<file path="config.mk">
export PLATFORM = sky130hd
export DESIGN_NAME = uart_frame_assembler
export DESIGN_NICKNAME = d
export VERILOG_FILES = /design/src/rtl/uart_frame_assembler.sv
export SDC_FILE = /design/constraint.sdc
export NUM_CORES = 2
export LEC_CHECK = 0
export ABC_AREA = 1
export CAP_MARGIN = 25
export CORE_AREA = 8 8 406 408
export DETAILED_ROUTE_END_ITERATION = 12
export DIE_AREA = 0 0 414 416
export DONT_BUFFER_PORTS = 1
export PLACE_DENSITY_LB_ADDON = 0.08
export SYNTH_ARGS = -nofsm -noshare
export SYNTH_HDL_FRONTEND = slang
export SYNTH_SLANG_ARGS = --single-unit
export TNS_END_PERCENT = 20
</file>
<file path="constraint.sdc">
create_clock -name clk -period 2.5 [get_ports clk]
set_input_delay 0.75 -clock clk [delete_from_list [all_inputs] [get_ports clk]]
set_output_delay 0.75 -clock clk [all_outputs]
set_load 0.02 [all_outputs]
</file>
<file path="src/rtl/uart_frame_assembler.sv">
// Collects strobed bytes into a frame ended by 0xBE 0xEF (UART) or 0x0D (BLE).
// Idle-timeout detection is built only when UART_FRAME_ASSEMBLER_TIMEOUT_EN is defined.
module uart_frame_assembler #(
    parameter  int unsigned MAX_BYTES = 128,
    parameter  int unsigned TIMEOUT   = 1026,
    localparam int unsigned SIZE_W    = $clog2(MAX_BYTES + 1)
) (
    input  logic                   clk,
    input  logic                   reset,
    input  logic [7:0]             input_data,
    input  logic                   accumulate,
    input  logic                   ble_side,
    input  logic                   ack,
    output logic [8*MAX_BYTES-1:0] output_data,
    output logic [SIZE_W-1:0]      output_data_size,
    output logic                   done,
    output logic                   error,
    output logic [1:0]             error_code
);
    localparam logic [7:0]      BYTE_BE       = 8'hBE;
    localparam logic [7:0]      BYTE_EF       = 8'hEF;
    localparam logic [7:0]      BYTE_CR       = 8'h0D;
    localparam logic [1:0]      CODE_TIMEOUT  = 2'b01;
    localparam logic [1:0]      CODE_OVERFLOW = 2'b10;
    localparam logic [SIZE_W:0] MAX_CNT       = (SIZE_W + 1)'(MAX_BYTES);

    typedef enum logic [2:0] {
        S_IDLE,
        S_ACCUM,
        S_PEND_BE,
        S_DONE,
        S_ERROR
    } state_t;

    state_t          state_q, state_d;
    logic            acc_q, mode_q;
    logic            byte_edge_c, mode_c, tmo_hit_c;
    logic            store_one_c, store_pair_c, clear_c, set_code_c;
    logic [1:0]      code_c;
    logic [SIZE_W:0] size_c, size_p1_c, size_p2_c;

    assign byte_edge_c = accumulate & ~acc_q;
    // The first byte of a frame is interpreted with the live ble_side; later bytes use the latched mode.
    assign mode_c      = (state_q == S_IDLE) ? ble_side : mode_q;
    assign size_c      = {1'b0, output_data_size};
    assign size_p1_c   = size_c + (SIZE_W + 1)'(1);
    assign size_p2_c   = size_c + (SIZE_W + 1)'(2);

`ifdef UART_FRAME_ASSEMBLER_TIMEOUT_EN
    localparam int unsigned TMO_W = $clog2(TIMEOUT + 1);
    logic [TMO_W-1:0] tmo_q;
    logic             tmo_run_c;

    assign tmo_run_c = (state_q == S_ACCUM) || (state_q == S_PEND_BE);
    assign tmo_hit_c = tmo_run_c && (tmo_q == TMO_W'(TIMEOUT));

    // Clocks since the last accepted byte; only runs while a frame is open.
    always_ff @(posedge clk) begin
        if (reset || byte_edge_c || !tmo_run_c) begin
            tmo_q <= '0;
        end else if (!tmo_hit_c) begin
            tmo_q <= tmo_q + TMO_W'(1);
        end
    end
`else
    // No timeout; TIMEOUT stays in the parameter list so both builds share one interface.
    assign tmo_hit_c = (TIMEOUT == 0) & 1'b0;
`endif

    always_ff @(posedge clk) begin
        if (reset) begin
            state_q <= S_IDLE;
        end else begin
            state_q <= state_d;
        end
    end

    always_comb begin
        state_d      = state_q;
        store_one_c  = 1'b0;
        store_pair_c = 1'b0;
        clear_c      = 1'b0;
        set_code_c   = 1'b0;
        code_c       = CODE_OVERFLOW;
        case (state_q)
            S_IDLE, S_ACCUM: begin
                if (byte_edge_c) begin
                    if (!mode_c && input_data == BYTE_BE) begin
                        state_d = S_PEND_BE;
                    end else if (mode_c && input_data == BYTE_CR) begin
                        state_d = S_DONE;
                    end else if (size_p1_c > MAX_CNT) begin
                        state_d    = S_ERROR;
                        set_code_c = 1'b1;
                    end else begin
                        state_d     = S_ACCUM;
                        store_one_c = 1'b1;
                    end
                end else if (tmo_hit_c) begin
                    state_d    = S_ERROR;
                    set_code_c = 1'b1;
                    code_c     = CODE_TIMEOUT;
                end
            end
            // A held 0xBE is committed only once its successor shows it was not a terminator.
            S_PEND_BE: begin
                if (byte_edge_c) begin
                    if (input_data == BYTE_EF) begin
                        state_d = S_DONE;
                    end else if (input_data == BYTE_BE) begin
                        if (size_p1_c > MAX_CNT) begin
                            state_d    = S_ERROR;
                            set_code_c = 1'b1;
                        end else begin
                            store_one_c = 1'b1;
                        end
                    end else if (size_p2_c > MAX_CNT) begin
                        state_d    = S_ERROR;
                        set_code_c = 1'b1;
                    end else begin
                        state_d      = S_ACCUM;
                        store_pair_c = 1'b1;
                    end
                end else if (tmo_hit_c) begin
                    state_d    = S_ERROR;
                    set_code_c = 1'b1;
                    code_c     = CODE_TIMEOUT;
                end
            end
            S_DONE, S_ERROR: begin
                if (ack) begin
                    state_d = S_IDLE;
                    clear_c = 1'b1;
                end
            end
            default: state_d = S_IDLE;
        endcase
    end

    always_ff @(posedge clk) begin
        if (reset) begin
            acc_q  <= 1'b0;
            mode_q <= 1'b0;
            done   <= 1'b0;
            error  <= 1'b0;
        end else begin
            acc_q <= accumulate;
            if (state_q == S_IDLE && byte_edge_c) begin
                mode_q <= ble_side;
            end
            done  <= (state_d == S_DONE);
            error <= (state_d == S_ERROR);
        end
    end

    // Payload store: one byte, or the held 0xBE plus the current byte, at the current size.
    always_ff @(posedge clk) begin
        if (reset || clear_c) begin
            output_data      <= '0;
            output_data_size <= '0;
            error_code       <= 2'b00;
        end else begin
            if (set_code_c) begin
                error_code <= code_c;
            end
            if (store_one_c) begin
                output_data_size <= size_p1_c[SIZE_W-1:0];
            end else if (store_pair_c) begin
                output_data_size <= size_p2_c[SIZE_W-1:0];
            end
            for (int k = 0; k < int'(MAX_BYTES); k++) begin
                if (store_one_c && (SIZE_W + 1)'(k) == size_c) begin
                    output_data[8*k +: 8] <= input_data;
                end
                if (store_pair_c && (SIZE_W + 1)'(k) == size_c) begin
                    output_data[8*k +: 8] <= BYTE_BE;
                end
                if (store_pair_c && (SIZE_W + 1)'(k) == size_p1_c) begin
                    output_data[8*k +: 8] <= input_data;
                end
            end
        end
    end

endmodule

</file>
==> results.toml <==
[job]
max_cap_viol_count = 0

[global_routing]
grtUsageTotal_pct = 28.95
overflow = 0
grt_pass1_vias = 47470
grt_pass1_wl_mm = 369.7
antenna_found_initial = 3
grt_max_degree = 102

[worst_setup_path]
worstSetupStartpointType = "flip-flop"
cp.arrival_ps = 3320
r2r_setup_slack_ps = -180
end_kind = "flip-flop"
ff2ff_path_depth = 19
critPathTopFamily = "simple AND/OR/NAND/NOR gates"
worstPathMaxFanout = 8
slowest_stage = "dfxtp_4"
slowest_delay_ps = 350
rr_endpoint = "output_data[1021]"
path_class = "reg -> reg"
crit_buf_inv = 5
worstPathRequired_ps = 3140
worstReg2RegStart = "output_data_size[1]"
crit_chain = "buf_6, ha_4, inv_4, nand2_2, nand2_2, nand3_4, nor2_4, nand3_4, nand2_4, nand2_4, nand2_8, nand3_4, buf_12, nand2_8, buf_12, nand2_4, clkbuf_16, a21oi_1, nor2_1"

[synthesis]
synth_area_leaders = "dfxtp_1, nand2_1, a21oi_1"
synthFlopType = "dfxtp_1"
synth_nets = 6957
seq_area_frac_synth_pct = 43.53
avgSynthCellArea_um2 = 6.893
synthCells = 6939
yosysTopAreaCellShare_pct = 43.53
yosysWarnings = 0
synth_common_cells = "nand2_1, dfxtp_1, a21oi_1, nor2_1, nand4_1"
yosysUniqueCellTypes = 38
ys_seq_elements = 1040
synth_edf_count = 0
syn_area_um2 = 47830
postSynth.asyncResetShare_pct = 0
yosys.area.top_type = "dfxtp_1"
yosysMostFrequentCell = "nand2_1"

[placement]
place_congestion = 0.8854
placed_cells = 9526
dpl-instance-area_um2 = 58170
port_buffers = 0
dp_slack_ps = -712.7
dp_hpwl_mm = 189.5

[route]
vias = 52680
drtIter0Drc = 4451
dr.pass1.iters = 6
final_antenna_net_count = 0
viasPerCell = 5.317
routedWlPerCell_um = 27.26
drt-total-wl_mm = 270.0
route.met3.wl_mm = 25.62
routed.top_layer = "met5"
drc_errors = 0
wl_met2_mm = 126.8
wl_met1_mm = 106.6

[power_and_ir_drop]
intPower_uw = 29160
p_leak_uw = 0.02792
power_switching_uw = 10310
sw_frac_of_total_pct = 26.13
clockPowerShare_pct = 46.6
p_seq_share_pct = 42.3
power_uw = 39470
comb_power_share_pct = 11.1
vdd_drop_max_mv = 0.5535
p_per_area_nw_per_um2 = 583.2

[sta]
setup_violations = 899
tightest_slew_ps = 815.2
period_share_pct = 107.3
setup_ws_ps = -182.7
period_needed_ps = 2683
finClkSkew_ps = 21.98
max-slew-margin-rel_pct = 45.65
fmax_ghz = 0.3728
slew_viol_final = 0
rsz0062_at_grt = "true"
hold_viol_final = 0

[layout]
final-seq-area_um2 = 20830
drive_gt1_share_pct = 24.91
multi_input_comb_area_um2 = 26840
fillers = 16330
final_area_um2 = 67680
final_cell_count_no_fill = 9907
area_delta_synth_final_pct = 41.51
fin_nets = 7742

[clock_tree]
cts-root-buf = "clkbuf_16"
clk_pin_slew_ps = 60
cts_sinks = 1040
cts_tree = "built"
cts_buffers = 120
clk_latency_ps = 770
h-tree-depth = 3
max-clock-path-buffers = 3

[status]
violations = "setup timing"
status = "finished with violations"

[die]
die_x_um = 414
start_util_pct = 30.10
ios = 1049
dieHeight_um = 416
core_region_area_um2 = 158900
dieArea_um2 = 172200
placementRows = 147

[min_path]
hold_end = "error"
hold_start = "reset"
holdPathStages = 1
holdCritPathClass = "in -> reg"
## routing by layer
layer,vias to the layer above,track usage (%)
li1,24920,-
met1,25420,34.53
met2,1928,48.65
met3,410,9.929
met4,2,9.782
met5,-,0
## power groups by stage
stage	clock network (µW)	logic [µW]	registers, µW
floorplan	0	1660	17100
detailed placement	0	3240	17100
finish	18400	4370	16700
global route	19400	4580	16700
global placement	0	3230	17100
CTS	18800	3700	16700
## repair_timing
item / CTS / global route
hold endpoints to repair: 4 / 0
hold buffers: 1 / 0
cloned: 21 / 31
resized for setup: 259 / 633
buffers inserted: 36 / 80
pin swaps: 39 / 170
endpoints found under the setup margin: 1033 / 1033
## state kept, by name, indices dropped and copies added (netlist names)
name / flops
output_data_size: 8
error: 1
output_data: 1024
mode_q: 1
state_q: 3
acc_q: 1
error_code: 1
done: 1
## area by class of cell
| cell class | instances | area share [%] |
|---|---|---|
| antenna | 1 | 0.003697 |
| clock buffer | 184 | 5.418 |
| clock inverter | 34 | 0.5878 |
| inverter | 372 | 2.281 |
| multi-input combinational | 5111 | 39.65 |
| sequential | 1040 | 30.78 |
| tap | 2086 | 3.856 |
| timing repair buffer | 1075 | 17.36 |
| timing repair inverter | 4 | 0.06470 |
## placed cells by master (no fill, tap or decap), types with 19 or more instances in the layout
cell	n
a21oi_1	800
a21oi_2	70
buf_12	189
buf_16	19
buf_4	717
buf_6	113
clkbuf_1	25
clkbuf_16	143
clkbuf_8	36
clkinv_2	20
dfxtp_1	1034
inv_1	296
inv_2	36
nand2_1	2006
nand2_2	117
nand2_4	55
nand2_8	24
nand3_1	264
nand3_2	64
nand3_4	50
nand4_1	545
nor2_1	644
nor2_2	57
nor2_4	42
o211ai_1	77
o21ai_0	103
o21ai_1	32
o21ai_2	25
o22ai_4	34
## how the worst max path moves through the flow
| stage | endpoint | cells past startpoint | startpoint |
|---|---|---|---|
| after detailed placement | output_data[622] | 16 | output_data_size[1] |
| after floorplan | output_data[432] | 13 | input_data[7] |
| after global routing | output_data[860] | 14 | output_data_size[2] |
| final | output_data[1021] | 19 | output_data_size[1] |
| after CTS | output_data[221] | 19 | output_data_size[0] |
| after global placement | output_data[616] | 16 | output_data_size[1] |
## per-stage QoR
step / TNS [ps] / utilization [%] / hold WS [ps]
after global routing: -174310 / 42.59 / 38.31
final: -59930 / 42.59 / 78.04
after floorplan: -9869 / - / 443.5
after global placement: -344970 / 36.61 / 456.7
after CTS: -89270 / 40.32 / 3.155
after detailed placement: -346180 / 36.61 / 465.3
## kinds of logic (layout without fill, tap and decap cells)
kind of cell	Yosys count	count (layout)	share of synthesized area [%]
AOI/OAI and AO/OA	1185	1185	13.45
xor gates and xnor gates	2	2	0.03663
adders and majority gates	5	5	0.1308
buffers and inverters	797	1669	6.812
DFF	1040	1040	43.53
other	1	2	0.007840
and+or+nand+nor	3909	3918	36.03
Power figures use the tool's default switching activity.
